**src/rtl/div_seq_ctrl_if.sv**
```systemverilog
// Start/operand/result bundle between the ALU control path and the divide sequencer.
// The master side is the requester; the slave side is div_seq_ctrl.
interface div_seq_ctrl_if #(
    parameter int WIDTH = 32
);
    logic                   start;
    logic [WIDTH-1:0]       RegA;
    logic [WIDTH-1:0]       RegB;
    logic                   busy;
    logic                   done;
    logic                   div_zero;
    logic [2*WIDTH-1:0]     Z;

    modport master (
        output start, RegA, RegB,
        input  busy, done, div_zero, Z
    );

    modport slave (
        input  start, RegA, RegB,
        output busy, done, div_zero, Z
    );
endinterface

```
**src/rtl/div_seq_ctrl.sv**
```systemverilog
// Signed restoring divider: one shift/subtract step per clock, then sign fix-up.
// The result is packed as {remainder, quotient}.
//
// state   | meaning
// --------+------------------------------------------------------------
// S_IDLE  | waiting for start; busy low
// S_PREP  | operands latched; take magnitudes or flag divide-by-zero
// S_ITER  | WIDTH restoring steps on {A,Q} against M
// S_FIX   | apply quotient/remainder signs and load Z
// S_DONE  | done pulse; a start here is accepted like in S_IDLE
module div_seq_ctrl #(
    parameter int WIDTH = 32
) (
    input  logic          clk,
    input  logic          clear,
    div_seq_ctrl_if.slave bus
);
    localparam int CW = (WIDTH > 1) ? $clog2(WIDTH) : 1;

    typedef enum logic [2:0] {
        S_IDLE,
        S_PREP,
        S_ITER,
        S_FIX,
        S_DONE
    } state_t;

    state_t               state_q, state_d;
    logic                 busy_q, busy_d;
    logic                 done_q, done_d;
    logic                 div_zero_q, div_zero_d;
    logic [2*WIDTH-1:0]   z_q, z_d;
    logic [WIDTH-1:0]     opa_q, opa_d;
    logic [WIDTH-1:0]     opb_q, opb_d;
    logic                 qneg_q, qneg_d;
    logic                 rneg_q, rneg_d;
    logic [WIDTH:0]       a_q, a_d;
    logic [WIDTH-1:0]     q_q, q_d;
    logic [WIDTH-1:0]     m_q, m_d;
    logic [CW-1:0]        cnt_q, cnt_d;

    logic [WIDTH+1:0]     a_sh;
    logic [WIDTH+1:0]     diff;

    // Two's-complement magnitude; the most negative value maps to 2^(WIDTH-1) unsigned.
    function automatic logic [WIDTH-1:0] mag(input logic [WIDTH-1:0] v);
        return v[WIDTH-1] ? -v : v;
    endfunction

    always_comb begin
        state_d    = state_q;
        busy_d     = busy_q;
        done_d     = 1'b0;
        div_zero_d = div_zero_q;
        z_d        = z_q;
        opa_d      = opa_q;
        opb_d      = opb_q;
        qneg_d     = qneg_q;
        rneg_d     = rneg_q;
        a_d        = a_q;
        q_d        = q_q;
        m_d        = m_q;
        cnt_d      = cnt_q;
        a_sh       = {a_q, q_q[WIDTH-1]};
        diff       = a_sh - {2'b00, m_q};

        case (state_q)
            S_IDLE, S_DONE: begin
                if (bus.start) begin
                    opa_d      = bus.RegA;
                    opb_d      = bus.RegB;
                    qneg_d     = bus.RegA[WIDTH-1] ^ bus.RegB[WIDTH-1];
                    rneg_d     = bus.RegA[WIDTH-1];
                    div_zero_d = 1'b0;
                    busy_d     = 1'b1;
                    state_d    = S_PREP;
                end else begin
                    busy_d  = 1'b0;
                    state_d = S_IDLE;
                end
            end
            S_PREP: begin
                if (opb_q == '0) begin
                    div_zero_d = 1'b1;
                    z_d        = {opa_q, {WIDTH{1'b1}}};
                    busy_d     = 1'b0;
                    done_d     = 1'b1;
                    state_d    = S_DONE;
                end else begin
                    q_d     = mag(opa_q);
                    m_d     = mag(opb_q);
                    a_d     = '0;
                    cnt_d   = '0;
                    state_d = S_ITER;
                end
            end
            S_ITER: begin
                // Trial subtract one bit wider than A so its sign bit says whether to restore.
                if (!diff[WIDTH+1]) begin
                    a_d = diff[WIDTH:0];
                    q_d = {q_q[WIDTH-2:0], 1'b1};
                end else begin
                    a_d = a_sh[WIDTH:0];
                    q_d = {q_q[WIDTH-2:0], 1'b0};
                end
                cnt_d = cnt_q + CW'(1);
                if (cnt_q == CW'(WIDTH - 1)) begin
                    state_d = S_FIX;
                end
            end
            S_FIX: begin
                z_d[WIDTH-1:0]       = qneg_q ? -q_q : q_q;
                z_d[2*WIDTH-1:WIDTH] = rneg_q ? -a_q[WIDTH-1:0] : a_q[WIDTH-1:0];
                busy_d               = 1'b0;
                done_d               = 1'b1;
                state_d              = S_DONE;
            end
            default: begin
                busy_d  = 1'b0;
                state_d = S_IDLE;
            end
        endcase
    end

    always_ff @(posedge clk) begin
        if (clear) begin
            state_q    <= S_IDLE;
            busy_q     <= 1'b0;
            done_q     <= 1'b0;
            div_zero_q <= 1'b0;
            z_q        <= '0;
            opa_q      <= '0;
            opb_q      <= '0;
            qneg_q     <= 1'b0;
            rneg_q     <= 1'b0;
            a_q        <= '0;
            q_q        <= '0;
            m_q        <= '0;
            cnt_q      <= '0;
        end else begin
            state_q    <= state_d;
            busy_q     <= busy_d;
            done_q     <= done_d;
            div_zero_q <= div_zero_d;
            z_q        <= z_d;
            opa_q      <= opa_d;
            opb_q      <= opb_d;
            qneg_q     <= qneg_d;
            rneg_q     <= rneg_d;
            a_q        <= a_d;
            q_q        <= q_d;
            m_q        <= m_d;
            cnt_q      <= cnt_d;
        end
    end

    assign bus.busy     = busy_q;
    assign bus.done     = done_q;
    assign bus.div_zero = div_zero_q;
    assign bus.Z        = z_q;
endmodule

```
**src/flat_wrapper.sv**
```systemverilog
// flat-port wrapper written by rule: the top's interface ports become plain ports
module div_seq_ctrl_flat 
#(
    parameter int WIDTH = 32
)
  (clk, clear, bus_start, bus_RegA, bus_RegB, bus_busy, bus_done, bus_div_zero, bus_Z);
  div_seq_ctrl_if #(.WIDTH(WIDTH)) bus_i ();
  input  logic clk;
  input  logic clear;
  input wire logic [$bits(bus_i.start)-1:0] bus_start;
  input wire logic [$bits(bus_i.RegA)-1:0] bus_RegA;
  input wire logic [$bits(bus_i.RegB)-1:0] bus_RegB;
  output wire logic [$bits(bus_i.busy)-1:0] bus_busy;
  output wire logic [$bits(bus_i.done)-1:0] bus_done;
  output wire logic [$bits(bus_i.div_zero)-1:0] bus_div_zero;
  output wire logic [$bits(bus_i.Z)-1:0] bus_Z;
  assign bus_i.start = bus_start;
  assign bus_i.RegA = bus_RegA;
  assign bus_i.RegB = bus_RegB;
  assign bus_busy = bus_i.busy;
  assign bus_done = bus_i.done;
  assign bus_div_zero = bus_i.div_zero;
  assign bus_Z = bus_i.Z;
  div_seq_ctrl #(.WIDTH(WIDTH)) u_core (.clk(clk), .clear(clear), .bus(bus_i));
endmodule
```
**config.mk**
```make
export PLATFORM = sky130hd
export DESIGN_NAME = div_seq_ctrl_flat
export DESIGN_NICKNAME = d
export VERILOG_FILES = /design/src/rtl/div_seq_ctrl_if.sv /design/src/rtl/div_seq_ctrl.sv /design/src/flat_wrapper.sv
export SDC_FILE = /design/constraint.sdc
export NUM_CORES = 1
export LEC_CHECK = 0
export CELL_PAD_IN_SITES_DETAIL_PLACEMENT = 1
export CELL_PAD_IN_SITES_GLOBAL_PLACEMENT = 2
export CORE_MARGIN = 2
export CORE_UTILIZATION = 34
export CTS_CLUSTER_DIAMETER = 60
export DETAILED_ROUTE_END_ITERATION = 16
export PLACE_DENSITY_LB_ADDON = 0.25
export SYNTH_ARGS = -nofsm -noshare
export SYNTH_HDL_FRONTEND = slang
export SYNTH_SLANG_ARGS = --single-unit
```
**constraint.sdc**
```tcl
create_clock -name clk -period 3.63 [get_ports clk]
set_input_delay 0.363 -clock clk [delete_from_list [all_inputs] [get_ports clk]]
set_output_delay 0.363 -clock clk [all_outputs]
set_load 0.05 [all_outputs]
```
* Word level (Yosys, flattened, before mapping)
Index checks and enable logic that the tools add are counted. Widths: inputs -> output; s select.
Operators by class: $add $sub $neg 6, $mul 0, div/mod/pow operators 0, magnitude comparators 0, equality and inequality tests 9, shift operators 0, mux-type cells 26, bitwise logic cells 3, reduce and logical (&&, ||, !) cells 12
Operators with widths (count):
- $mux 32 | 5
- $neg 32->32 | 4
- $pmux 64 s2 | 1
- $mux 33 | 2
- $pmux 33 s2 | 1
- $mux 64 | 1
- $pmux 32 s2 | 1
- $sub 34x32->34 | 1
- $logic_not 32->1 | 1
- $pmux 3 s4 | 1
- $pmux 5 s2 | 1
- $reduce_and 2->1 | 5
- $mux 1 | 7
- $eq 3x2->1 const B | 2
- $mux 3 | 2
- $reduce_bool 2->1 | 3
- $add 5x1->5 const B | 1
- $eq 5x5->1 const B | 1
- $mux 5 | 1
- $ne 2x1->1 const B | 2
- $ne 2x2->1 const B | 2
- $pmux 1 s2 | 2
- $eq 3x1->1 const B | 1
- $eq 3x3->1 const B | 1
- other kinds (6) | 7
Word-level totals: bits in registers 238, latch bits 0, bits in writable memories 0, bits in read-only memories 0, bits of input ports 67, output and inout port bits 67, logic and storage cells 69, memories kept 0

* Longest topological paths before layout
Gate-level depths: netlist of the first run.
word-level depth 4, depth in mapped cells 14, depth with buffers taken out 13

* Least setup slack after synthesis of the first run
OpenSTA, ideal clock, no wires.
path type register -> register, from register u_core.a_q[0], to register u_core.a_q[12], setup time 128 ps, arrival 2922 ps, required time 3502 ps, setup slack 580 ps, stages on the path, launching flop included 12, path buffers 1, period minus slack after synthesis 3050 ps, cells stage by stage dfxtp_1 ha_1 nor2b_1 o31ai_1 a211oi_1 o31ai_1 o41ai_2 a21oi_1 xnor2_2 buf_2 mux2i_1 o21ai_0
On the way: longest elaborated chain between the ends 3
Ends and longest elaborated chain:
- from (decl) | line div_seq_ctrl.sv:37 | logic [WIDTH:0] a_q, a_d;
- from (signal assigned) | line div_seq_ctrl.sv:136 | a_q <= '0;
- from (signal assigned) | line div_seq_ctrl.sv:150 | a_q <= a_d;
- $sub 34x32->34 | line div_seq_ctrl.sv:65 | diff = a_sh - {2'b00, m_q};
- $mux 33 | line div_seq_ctrl.sv:99 | if (!diff[WIDTH+1]) begin
- $pmux 33 s2 | line div_seq_ctrl.sv:67 | case (state_q)
No other way between the ends. A chain may end at the register's enable or synchronous reset.

* Worst setup path in the final report of the first run
from register u_core.m_q[10], to register u_core.a_q[14]
On the way: longest elaborated chain between the ends 3
Ends and longest elaborated chain:
- from (decl) | line div_seq_ctrl.sv:39 | logic [WIDTH-1:0] m_q, m_d;
- from (signal assigned) | line div_seq_ctrl.sv:152 | m_q <= m_d;
- $sub 34x32->34 | line div_seq_ctrl.sv:65
- $mux 33 | line div_seq_ctrl.sv:99
- $pmux 33 s2 | line div_seq_ctrl.sv:67
No other way between the ends.

==> impl_metrics.csv, run 1 <==
group,metric,value,unit
sta,clock_skew,0.02538,ns
finish,fin_area,16340,um2
clock_network,htreeDepth,1,
setup_path,start_kind,"flop",
sta,post-route-period-util,90.41,%
sta,tns,0,ns
drt,wl_per_cell,17.93,um
logic_synthesis,synth_area,13240,um2
drt,wl_met2,20.31,mm
sta,relSlewSlack,36.73,%
floorplanning,die-area,40530,um2
floorplanning,dieHeight,201.3,um
setup_path,crit_required,4.04,ns
clock_network,clk_pin_slew_worst_paths,0.06,ns
finish,drive_gt1_share,8.384,%
finish,area_growth,23.46,%
global_routing,grt_usage,20.32,%
placed_design,dp_hpwl,31.19,mm
logic_synthesis,syn_inst,1673,
setup_path,cp.arrival,3.70,ns
logic_synthesis,syn_nets,1779,
drt,top_layer,"met4",
logic_synthesis,syn_avg_cell_area,7.913,um2
drt,via_count,12172,
setup_path,path_class,"flop to flop",
power_and_ir_drop,powerDensity,541.9,nW/um2
drt,drc_errors,0,
drt,met1_length,19.11,mm
clock_network,clock_sinks,237,
setup_path,crit_path_end_kind,"flop",
finish,layout_commonest_cell,"nand2_1",
clock_network,cts_max_path_buffers,3,
logic_synthesis,synth_ff_type,"dfxtp_1",
clock_network,ctsHoldBuffers,0,
logic_synthesis,ys_ff_latch,237,
placed_design,portBuffers,133,
drt,wl_met3,1.139,mm
finish,fillCellCount,4681,
outcome,outcome,"complete, no violations",
hold_path,hold_path_class,"input port to flop",
sta,timing.fmax,304.7,MHz
global_routing,grt_pass1_wl,67.30,mm
sta,final_max_slew_viol_count,0,
clock_network,ctsResizeCount,0,
floorplanning,row_count,72,
logic_synthesis,synthArstFlopShare,0,%
finish,postLayoutCoreUtil,42.39,%
placed_design,place_congestion,0.8517,
drt,via_per_inst,5.249,
floorplanning,initial_core_util,34.33,%
global_routing,antenna_found_initial,0,
clock_network,cts-root-buf,"clkbuf_16",
drt,routed_wl,41.58,mm
global_routing,overflow,0,
logic_synthesis,synth_seq_area_share,35.84,%
sta,finalSetupViolations,0,
finish,final_cell_mix,"nand2_1, dfxtp_1, a21oi_1, nor2_1, clkdlybuf4s50_1",
clock_network,worstSkewPairLatency,0.58,ns
sta,worst_slew_pin_slew,0.9481,ns
floorplanning,io_pins,134,
power_and_ir_drop,p_leak,6.120,nW
sta,hold_violations,0,
drt,first_pass_iters,4,
sta,period_minus_slack,3.282,ns
logic_synthesis,synth_warnings,0,
floorplanning,die_w,201.3,um
drt,initialDrtViolationCount,398,
global_routing,grt_max_degree,72,
power_and_ir_drop,ir_worst_vdd,359.6,uV
finish,nNetsFinal,1884,
sta,rsz0062_at_grt,"no",
placed_design,place_area,15230,um2
logic_synthesis,synth-edff-count,0,
clock_network,cts_tree,"built",
setup_path,path_max_fanout,16,
floorplanning,core_area,38560,um2
finish,n_antenna_cell,0,
clock_network,cts-buffers-inserted,31,
logic_synthesis,synth_cell_type_count,73,
global_routing,grt_pass1_vias,12375,
run,max_cap_viol_count,0,
drt,ant_nets,0,
power by group:
part / switching [W] / internal [W] / total [W] / leakage [nW]
combinational: 0.00149 / 0.00119 / 0.00268 / 3.66
clock: 0.00123 / 0.00200 / 0.00323 / 0.530
sequential: 0.000191 / 0.00276 / 0.00295 / 1.93
total: 0.00291 / 0.00595 / 0.00886 / 6.12
timing repair:
item / CTS / global route
setup buffers: 0 / 2
endpoints found under the hold margin: 0 / 0
setup endpoints to repair: 0 / 6
worst paths after layout:
check,end,start,cells past startpoint,slack [ns]
worst max-delay path,u_core.a_q[14],u_core.m_q[10],15,0.35
worst min-delay path,u_core.bus.Z[43],clear,2,0.26
worst max register to register,u_core.a_q[14],u_core.m_q[10],15,0.35
worst min register to register,u_core.m_q[0],u_core.m_q[0],2,0.47
Yosys cell counts, drive strengths merged, types with 7 or more instances:
master     n  share of area, %
ha        38               3.6
nor4      11              0.52
inv       55               1.6
a211oi    60               3.4
or4       20               1.2
xnor2     54               3.6
a221oi    24               1.6
a2111oi    9              0.86
nor3      39               1.6
nand2    283               8.1
dfxtp    237                36
o211ai    16              0.91
o41ai     19               1.3
a311oi    13              0.86
or2        8              0.40
o21ai     84               3.3
a21oi    149               5.6
a22oi      8              0.45
a2bb2oi    7              0.46
and3       8              0.38
mux2i     27               2.0
nand3     17              0.64
or3       11              0.60
buf       27               1.1
xor2      89               5.9
o31ai     36               2.0
clkbuf    87               2.5
a21o      18               1.0
nor2     149               4.4
nand4      7              0.38
per-layer routing:
layer  global-route usage [%]  vias up
met5                        0        -
met4                    5.226        0
met3                    2.430       55
met2                    36.06      167
met1                    26.07     5815
li1                         -     6135
flip-flops by register name (all words and copies together), names as in the netlist:
name,cells
u_core.a_q,33
u_core.bus.Z,64
u_core.bus.busy,1
u_core.bus.div_zero,1
u_core.bus.done,1
u_core.cnt_q,5
u_core.m_q,32
u_core.opa_q,32
u_core.opb_q,32
u_core.q_q,32
u_core.qneg_q,1
u_core.state_q,3
worst max-delay path, stage by stage, from the launching register on:
cell	delay, ns
dfxtp_1	0.30
inv_1	0.05
ha_1	0.36
and4_1	0.28
nand3_1	0.10
a211oi_1	0.35
o31ai_1	0.15
buf_4	0.17
o41ai_2	0.28
a21oi_1	0.12
buf_4	0.17
xnor2_4	0.17
buf_12	0.15
buf_12	0.17
mux2i_1	0.22
o21ai_0	0.09
cells by family (layout without fill, tap and decap cells):
kind of cell | count (synthesis) | count (layout) | synth area share, %
simple gates | 580 | 580 | 19.73
compound gates | 478 | 478 | 24.01
fa+ha+maj | 39 | 39 | 3.743
mux | 27 | 27 | 2.042
buf+inv | 169 | 297 | 5.123
flops | 237 | 237 | 35.84
xor+xnor | 143 | 143 | 9.518
metrics by stage:
stage	cells	setup WS (ns)	hold WS (ns)	power, W
2_1_floorplan	1673	0.5799	0.4406	0.004809
3_3_place_gp	2261	0.3648	0.4525	0.005597
3_5_place_dp	2261	0.2238	0.4600	0.005648
4_1_cts	2317	0.2168	0.2336	0.008917
5_1_grt	2319	0.09501	0.2854	0.009341
6_report	2319	0.3481	0.2647	0.008857
cell type report:
class | instances | area [um2] | area share [%]
multi-input cells | 1267 | 7841 | 47.98
clock inverters | 14 | 196.4 | 1.202
flip-flops and latches | 237 | 4746 | 29.04
clock buffers | 42 | 887.1 | 5.428
repair buffers | 186 | 1818 | 11.12
well taps | 518 | 648.1 | 3.966
inverters | 55 | 206.4 | 1.263
No activity file was read; power rests on OpenSTA's default activity.
==> run 2, diff against run 1 <==
--- a/config.mk
+++ b/config.mk
@@ -5,6 +5,7 @@
 export SDC_FILE = /design/constraint.sdc
 export NUM_CORES = 1
 export LEC_CHECK = 0
+export ABC_AREA = 0
 export CELL_PAD_IN_SITES_DETAIL_PLACEMENT = 1
 export CELL_PAD_IN_SITES_GLOBAL_PLACEMENT = 2
 export CORE_MARGIN = 2
==> results of run 2 <==
Final layout, timing and power as in run 1 (identical DEF).
==> run 3, diff against run 2 <==
--- a/config.mk
+++ b/config.mk
@@ -5,7 +5,6 @@
 export SDC_FILE = /design/constraint.sdc
 export NUM_CORES = 1
 export LEC_CHECK = 0
-export ABC_AREA = 0
 export CELL_PAD_IN_SITES_DETAIL_PLACEMENT = 1
 export CELL_PAD_IN_SITES_GLOBAL_PLACEMENT = 2
 export CORE_MARGIN = 2
==> results of run 3 <==
Final layout, timing and power as in run 1 (identical DEF).
